<file path="src/rtl/crc_pkg.sv">
`default_nettype none
// ============================================================================
// Module      : crc_pkg
// Description : FSM state encoding and default CRC polynomial/seed constants
//               shared by the serial CRC engine and its LFSR step function.
// Revision    : 1.0 - initial release
// ============================================================================
package crc_pkg;

  localparam logic [1:0] c_IDLE  = 2'd0;
  localparam logic [1:0] c_CALC  = 2'd1;
  localparam logic [1:0] c_SHIFT = 2'd2;

  // Tap masks exclude the implicit top term, which always receives feedback.
  localparam logic [6:0]  c_CRC8_TAPS  = 7'b1000100;
  localparam logic [7:0]  c_CRC8_SEED  = 8'hD8;
  localparam logic [14:0] c_CRC16_TAPS = 15'h0408;
  localparam logic [15:0] c_CRC16_SEED = 16'hFFFF;
  localparam logic [30:0] c_CRC32_TAPS = 31'h6DB88320;
  localparam logic [31:0] c_CRC32_SEED = 32'hFFFFFFFF;

endpackage
`default_nettype wire

</file>
<file path="src/rtl/crc_lfsr_step.sv">
`default_nettype none
// ============================================================================
// Module      : crc_lfsr_step
// Description : Combinational one-bit Galois LFSR step (right-shifting form).
// Revision    : 1.0 - initial release
// ============================================================================
module crc_lfsr_step
  import crc_pkg::*;
#(
  parameter int               WIDTH = 8,
  parameter logic [WIDTH-2:0] TAPS  = c_CRC8_TAPS
) (
  input  logic [WIDTH-1:0] cur,
  input  logic             din,
  output logic [WIDTH-1:0] nxt
);

  logic w_fb;

  assign w_fb           = cur[0] ^ din;
  assign nxt[WIDTH-1]   = w_fb;

  for (genvar i = 0; i < WIDTH - 1; i++) begin : g_stage
    assign nxt[i] = cur[i+1] ^ (TAPS[i] & w_fb);
  end

endmodule
`default_nettype wire

</file>
<file path="src/rtl/crc_serial_engine.sv">
`default_nettype none
// ============================================================================
// Module      : crc_serial_engine
// Description : Bit-serial CRC engine with framed input, residue-check mode
//               and a back-pressured LSB-first serial CRC output.
// Revision    : 1.0 - initial release
// ============================================================================
module crc_serial_engine
  import crc_pkg::*;
#(
  parameter int               WIDTH = 8,
  parameter logic [WIDTH-2:0] TAPS  = c_CRC8_TAPS,
  parameter logic [WIDTH-1:0] SEED  = c_CRC8_SEED
) (
  input  logic             clk,
  input  logic             rst,
  input  logic             start,
  input  logic             data,
  input  logic             data_valid,
  input  logic             data_last,
  input  logic             check_mode,
  input  logic             out_ready,
  output logic             crc,
  output logic             crc_valid,
  output logic [WIDTH-1:0] crc_word,
  output logic             crc_ok,
  output logic             done,
  output logic             busy
);

  localparam int                 c_CNT_W = $clog2(WIDTH + 1);
  localparam logic [c_CNT_W-1:0] c_LAST  = c_CNT_W'(WIDTH - 1);

  logic [1:0]         r_state;
  logic [WIDTH-1:0]   r_reg;
  logic [c_CNT_W-1:0] r_cnt;
  logic               r_mode;
  logic               r_crc_valid;
  logic               r_done;
  logic               r_busy;
  logic               r_crc_ok;
  logic [WIDTH-1:0]   r_crc_word;
  logic [WIDTH-1:0]   w_next;

  crc_lfsr_step #(
    .WIDTH (WIDTH),
    .TAPS  (TAPS)
  ) u_step (
    .cur (r_reg),
    .din (data),
    .nxt (w_next)
  );

  always_ff @(posedge clk) begin
    if (rst) begin
      r_state     <= c_IDLE;
      r_reg       <= SEED;
      r_cnt       <= '0;
      r_mode      <= 1'b0;
      r_crc_valid <= 1'b0;
      r_done      <= 1'b0;
      r_busy      <= 1'b0;
      r_crc_ok    <= 1'b0;
      r_crc_word  <= '0;
    end else begin
      r_done <= 1'b0;
      case (r_state)
        c_IDLE: begin
          if (start) begin
            r_reg      <= SEED;
            r_mode     <= check_mode;
            r_crc_ok   <= 1'b0;
            r_crc_word <= '0;
            r_state    <= c_CALC;
            r_busy     <= 1'b1;
          end
        end
        c_CALC: begin
          if (data_valid) begin
            r_reg <= w_next;
            if (data_last) begin
              r_crc_word <= w_next;
              if (r_mode) begin
                // A frame carrying its own CRC leaves a zero residue.
                r_crc_ok <= (w_next == '0);
                r_done   <= 1'b1;
                r_state  <= c_IDLE;
                r_busy   <= 1'b0;
              end else begin
                r_cnt       <= '0;
                r_crc_valid <= 1'b1;
                r_state     <= c_SHIFT;
              end
            end
          end
        end
        c_SHIFT: begin
          if (out_ready) begin
            r_reg <= r_reg >> 1;
            r_cnt <= r_cnt + 1'b1;
            if (r_cnt == c_LAST) begin
              r_crc_valid <= 1'b0;
              r_done      <= 1'b1;
              r_state     <= c_IDLE;
              r_busy      <= 1'b0;
            end
          end
        end
        default: begin
          r_state     <= c_IDLE;
          r_busy      <= 1'b0;
          r_crc_valid <= 1'b0;
        end
      endcase
    end
  end

  assign crc       = r_crc_valid & r_reg[0];
  assign crc_valid = r_crc_valid;
  assign crc_word  = r_crc_word;
  assign crc_ok    = r_crc_ok;
  assign done      = r_done;
  assign busy      = r_busy;

endmodule
`default_nettype wire

</file>
<file path="config.mk">
export PLATFORM = sky130hd
export DESIGN_NAME = crc_serial_engine
export DESIGN_NICKNAME = d
export VERILOG_FILES = /design/src/rtl/crc_pkg.sv /design/src/rtl/crc_lfsr_step.sv /design/src/rtl/crc_serial_engine.sv
export SDC_FILE = /design/constraint.sdc
export NUM_CORES = 1
export LEC_CHECK = 0
export ABC_CLOCK_PERIOD_IN_PS = 2600
export CORE_MARGIN = 5
export CORE_UTILIZATION = 45
export DETAILED_ROUTE_END_ITERATION = 7
export PLACE_DENSITY = 0.74
export SLEW_MARGIN = 20
export SYNTH_ARGS = -nofsm -noshare
export SYNTH_HDL_FRONTEND = slang
export SYNTH_SLANG_ARGS = --single-unit
</file>
<file path="constraint.sdc">
create_clock -name clk -period 2.6 [get_ports clk]
set_input_delay 0.39 -clock clk [delete_from_list [all_inputs] [get_ports clk]]
set_output_delay 0.39 -clock clk [all_outputs]
set_load 0.005 [all_outputs]
</file>
==> flow_metrics.py, run 1 <==
metrics = {
    "status": {
        "status": "finished clean",
    },
    "synth": {
        "ys_seq_elements": 27,
        "synth_area_leaders": "dfxtp_1 (40%), a21oi_1 (7.5%), ha_1 (5.6%)",
        "synth.distinct_cells": 38,
        "synth_cells": 156,
        "netlist_area_um2": 1340,
        "syn-mean-instance-area_um2": 8.57,
        "synthAdderAreaFrac_pct": 5.62,
        "synth_compound_area_share_pct": 21.3,
        "yosysWarnings": 0,
        "synthXorXnorAreaFrac_pct": 3.00,
        "ys_seq_area_share_pct": 40.4,
        "synth_top_family_by_area": "simple AND/OR/NAND/NOR gates",
        "muxShareOfSynthArea_pct": 2.25,
        "synth_top_area_share_pct": 40.4,
        "synth_top_area_cell": "dfxtp_1",
        "synth_nets": 170,
        "synth-simple-area-share_pct": 23.5,
    },
    "place": {
        "gp_congestion": 0.786,
        "portBuffers": 20,
        "dp_cells": 202,
        "detailed_place_hpwl_mm": 2.40,
        "place_area_um2": 1570,
        "dpl_worst_slack_ns": 0.269,
    },
    "sta": {
        "setup_ws_ns": 0.275,
        "max_slew_margin_pct": 55.2,
        "period_needed_ns": 2.33,
        "period_share_pct": 89.4,
        "drv_slew": 0,
        "worst_slew_pin_slew_ns": 0.666,
        "finalSetupViolCount": 0,
        "fmax_ghz": 0.430,
        "rsz0062_at_grt": "no",
        "hold_viol_final": 0,
        "finClkSkew_ns": 0.00401,
        "finalSetupTns_ns": 0,
    },
    "grt": {
        "gr-total-overflow": 0,
        "track_usage_pct": 17.7,
        "first_global_vias": 1247,
        "antenna_found_initial": 0,
        "grt_pass1_wl_mm": 5.92,
        "grt_start_max_net_pins": 27,
    },
    "cells_and_area": {
        "final_layout_size_suffix_gt1_share_pct": 6.29,
        "final_cells": 206,
        "fin_util_pct": 56.9,
        "diodes": 0,
        "fillers": 248,
        "nets": 190,
        "fin_area_um2": 1600,
        "area_delta_synth_final_pct": 19.4,
    },
    "pwr": {
        "vdd_drop_max_mv": 0.323,
        "leakagePower_nw": 0.539,
        "power.density_nw_per_um2": 685,
    },
    "cts": {
        "cts_tree": "built",
        "clock_latency_ns": 0.34,
        "postCtsHoldBufs": 0,
        "numCtsBuffers": 3,
        "root_buffer": "clkbuf_4",
        "cts_buffer_depth": 2,
        "cts.repair.resized": 0,
        "clk_pin_slew_worst_paths_ns": 0.16,
        "htreeDepth": 1,
        "post_cts_buffers": 0,
        "cts.sinks": 27,
    },
    "setup_path": {
        "crit_path_start_kind": "register",
        "cp.required_ns": 2.83,
        "cp_max_fo": 7,
        "cp_data_arrival_time_ns": 2.56,
        "worst-setup-path-type": "register to register",
        "end_kind": "register",
    },
    "job": {
        "maxCapViolCount": 0,
    },
    "floorplan": {
        "placeableCoreArea_um2": 2810,
        "start_util_pct": 47.6,
        "chipWidth_um": 64.5,
        "pin_count": 21,
        "die-area_um2": 4160,
        "row_count": 19,
        "die_h_um": 64.5,
    },
    "detailed_routing": {
        "wl_per_cell_um": 15.9,
        "drtIter0Drc": 98,
        "vias": 1193,
        "drtAntennaViolNets": 0,
        "vias_per_cell": 5.79,
        "totalWireLength_mm": 3.27,
        "dr.pass1.iters": 4,
        "route.detailed.drc": 0,
    },
    "min_path": {
        "hold_class": "register to register",
    },
}
[cells in the final DEF, fill, tap and decap left out, drive strengths merged, types with 4 or more instances in the layout]
cell           instances
ha                     6
dfxtp                 27
a211oi                 4
nand3                 13
a21oi                 20
clkdlybuf4s50         20
nor2b                  4
nor2                  11
a2111oi                4
inv                    5
nand2                 17
o21ai                  5
[per-stage QoR]
stage / hold slack (ns) / total power, mW
3_3_place_gp: 0.445 / 0.883
4_1_cts: 0.465 / 1.10
6_report: 0.461 / 1.09
2_1_floorplan: 0.448 / 0.770
5_1_grt: 0.495 / 1.17
3_5_place_dp: 0.446 / 0.901
[worst paths after layout]
check	startpoint	endpoint	slack, ns	cells past startpoint
min	crc_word[1]	crc_word[1]	0.46	2
max	r_state[0]	r_reg[6]	0.27	6
min reg2reg	crc_word[1]	crc_word[1]	0.46	2
max reg2reg	r_state[0]	r_reg[6]	0.27	6
[critical path: stages, from the launching register on]
cell	delay, ns
dfxtp_1	0.43
inv_1	0.10
ha_1	0.31
nor2b_4	0.19
or4_1	0.55
a2111oi_0	0.55
nor2_1	0.07
[layout make-up]
class,count,area (um2),share of cell area [%]
tap,31,38.8,2.43
multi-input combinational,116,744,46.7
inverter,5,18.8,1.18
clock inverter,1,7.51,0.471
clock buffer,3,22.5,1.41
timing repair buffer,23,223,14.0
sequential,27,541,33.9
[power by group]
| part | switching, mW | internal [mW] |
|---|---|---|
| clock | 0.136 | 0.0591 |
| sequential | 0.0389 | 0.456 |
| combinational | 0.236 | 0.167 |
[Yosys cell counts]
cell type and number:
a2111o_1 1, a2111oi_0 2, a2111oi_2 2, a211o_1 3, a211oi_1 4, a21boi_1 1, a21oi_1 20, a22oi_1 1
a31oi_1 1, a41oi_1 1, and2_1 2, buf_1 1, buf_2 2, clkbuf_1 5, dfxtp_1 27, ha_1 6
inv_1 5, mux2i_1 3, nand2_1 17, nand2b_1 1, nand3_1 13, nand3b_1 2, nand4_1 1, nand4b_1 1
nor2_1 11, nor2b_1 3, nor2b_4 1, nor3_1 2, nor3_2 1, nor4_1 2, nor4b_1 1, o21a_1 1
o21ai_0 5, o31ai_1 1, or3_1 1, or4_1 2, xnor3_1 1, xor2_1 2
[cell families after synthesis]
logic type | after synthesis
buffers and inverters | 13
DFF | 27
muxes | 3
adders and majority gates | 6
xor gates and xnor gates | 3
AOI/OAI and AO/OA | 43
and+or+nand+nor | 61
[routing by layer]
layer	wire length (um)	global-route usage (%)	vias up
met5	0	0	-
met4	45	5.54	0
met3	159	2.25	5
met2	1660	31.7	38
met1	1410	22.0	550
li1	-	-	600
(Power assumes the default switching activity.)
==> run 2: changes to the inputs <==
--- a/config.mk
+++ b/config.mk
@@ -5,11 +5,10 @@
 export SDC_FILE = /design/constraint.sdc
 export NUM_CORES = 1
 export LEC_CHECK = 0
-export ABC_CLOCK_PERIOD_IN_PS = 2600
 export CORE_MARGIN = 5
-export CORE_UTILIZATION = 45
+export CORE_UTILIZATION = 52
 export DETAILED_ROUTE_END_ITERATION = 7
-export PLACE_DENSITY = 0.74
+export PLACE_DENSITY = 0.83
 export SLEW_MARGIN = 20
 export SYNTH_ARGS = -nofsm -noshare
 export SYNTH_HDL_FRONTEND = slang
==> run 2 against run 1 <==
Utilization rose by 7.8 points; sequential power barely moved; final cell count did not move; combinational power fell by 1%; sequential share of layout area fell by 0.13 points; clock power barely moved; non-clock buffer count rose by 1; design area rose by 0.39%; first-iteration DRC count fell by 27%; die area fell by 11%; total power fell by 0.60%; global-route usage rose by 0.67 points; critical endpoint unchanged; largest cell class unchanged; largest power group unchanged.
==> flow_metrics.py, run 2 (synthesized netlist as in run 1, its figures left out) <==
metrics = {
    "status": {
        "status": "finished clean",
    },
    "floorplan": {
        "die-area_um2": 3680,
        "row_count": 18,
        "chipWidth_um": 60.7,
        "die_h_um": 60.7,
        "placeableCoreArea_um2": 2480,
        "pin_count": 21,
        "start_util_pct": 53.9,
    },
    "sta": {
        "period_needed_ns": 2.23,
        "max_slew_margin_pct": 64.5,
        "worst_slew_pin_slew_ns": 0.519,
        "fmax_ghz": 0.449,
        "hold_viol_final": 0,
        "period_share_pct": 85.6,
        "finalSetupTns_ns": 0,
        "drv_slew": 0,
        "hold_slack_ns": 0.461,
        "finClkSkew_ns": 0.00822,
        "finalSetupViolCount": 0,
        "rsz0062_at_grt": "no",
    },
    "cells_and_area": {
        "fin_util_pct": 64.6,
        "nets": 191,
        "diodes": 0,
        "layout_common_cells": "dfxtp_1 (27), a21oi_1 (20), clkdlybuf4s50_1 (20)",
        "area_delta_synth_final_pct": 19.9,
        "final_cells": 206,
        "final_layout_size_suffix_gt1_share_pct": 6.82,
        "mostFrequentLayoutCell": "dfxtp_1",
    },
    "setup_path": {
        "cp_top_family": "simple AND/OR/NAND/NOR gates",
        "path_buf_inv": 1,
        "worst-setup-path-type": "register to register",
        "cp.required_ns": 2.83,
        "cp_cell_sequence": "inv_1, ha_1, nor2b_4, or4_1, a2111oi_0, nor2_1",
        "cp_slowest_stage_delay_ns": 0.57,
        "reg2reg_slack_ns": 0.37,
        "cp_data_arrival_time_ns": 2.45,
        "cp_max_fo": 7,
        "end_kind": "register",
        "crit_path_start_kind": "register",
        "slowest_stage": "or4_1",
    },
    "detailed_routing": {
        "vias_per_cell": 5.91,
        "totalWireLength_mm": 3.06,
        "vias": 1217,
        "drtAntennaViolNets": 0,
        "dr.pass1.iters": 4,
        "wl_per_cell_um": 14.8,
        "drtIter0Drc": 72,
        "route.detailed.drc": 0,
    },
    "pwr": {
        "vdd_drop_max_mv": 0.425,
        "clock_power_share_pct": 17.8,
        "switchingPower_uw": 399,
        "leakagePower_nw": 0.544,
        "internal_power_uw": 688,
        "pwr-share-seq_pct": 45.6,
        "power.density_nw_per_um2": 679,
        "combPwrFrac_pct": 36.7,
        "power_mw": 1.09,
        "p_sw_share_pct": 36.7,
    },
    "grt": {
        "gr-total-overflow": 0,
        "grt_pass1_wl_mm": 5.11,
        "track_usage_pct": 18.4,
        "grt_start_max_net_pins": 27,
        "antenna_found_initial": 0,
        "first_global_vias": 1133,
    },
    "cts": {
        "cts_tree": "built",
        "cts.repair.resized": 0,
        "numCtsBuffers": 3,
        "htreeDepth": 1,
        "cts_buffer_depth": 2,
        "clk_pin_slew_worst_paths_ns": 0.16,
        "clock_latency_ns": 0.34,
        "root_buffer": "clkbuf_4",
        "postCtsHoldBufs": 0,
        "cts.sinks": 27,
        "post_cts_buffers": 0,
    },
    "job": {
        "maxCapViolCount": 0,
    },
    "min_path": {
        "hold_class": "register to register",
    },
    "place": {
        "gp_congestion": 0.853,
        "dp_cells": 202,
        "detailed_place_hpwl_mm": 2.27,
        "portBuffers": 20,
    },
}
==> run 2: metal layers <==
metal  track usage, %  wire, um  up-vias
met5                0         0        -
met4             7.12        42        0
met3             3.62       175        5
met2             30.2      1490       36
met1             23.6      1350      568
li1                 -         -      608
==> run 2: area by class of cell <==
class                   instances  area [um2]
clock buffers                   3        22.5
clock inverters                 1        7.51
fillers                       205         876
inverters                       5        18.8
multi-input cells             116         744
flip-flops and latches         27         541
well taps                      30        37.5
repair buffers                 24         230
==> run 2: tightest hold or removal path: stages, from the launching register on <==
cell     delay [ns]
dfxtp_1        0.34
nand2_1        0.05
a21oi_1        0.05
==> run 2: power groups by stage <==
| stage | sequential, mW | combinational, mW | clock [mW] |
|---|---|---|---|
| final | 0.495 | 0.399 | 0.193 |
| after global routing | 0.502 | 0.442 | 0.217 |
| after CTS | 0.494 | 0.396 | 0.195 |
| after detailed placement | 0.503 | 0.393 | 0 |
| after global placement | 0.500 | 0.383 | 0 |
| after floorplan | 0.496 | 0.274 | 0 |
==> run 2: path summary, 6_finish.rpt <==
path                                   from     endpoint  cells after the start
worst max register to register   r_state[0]     r_reg[6]                      6
worst min register to register  crc_word[7]  crc_word[7]                      2
worst min-delay path            crc_word[7]  crc_word[7]                      2
worst max-delay path             r_state[0]     r_reg[6]                      6
==> run 2: metrics by stage <==
step / worst slack (ns) / instance area [um2]
final: 0.374 / 1600
after global routing: 0.225 / 1600
after CTS: 0.414 / 1600
after detailed placement: 0.373 / 1570
after global placement: 0.454 / 1570
after floorplan: 0.665 / 1340
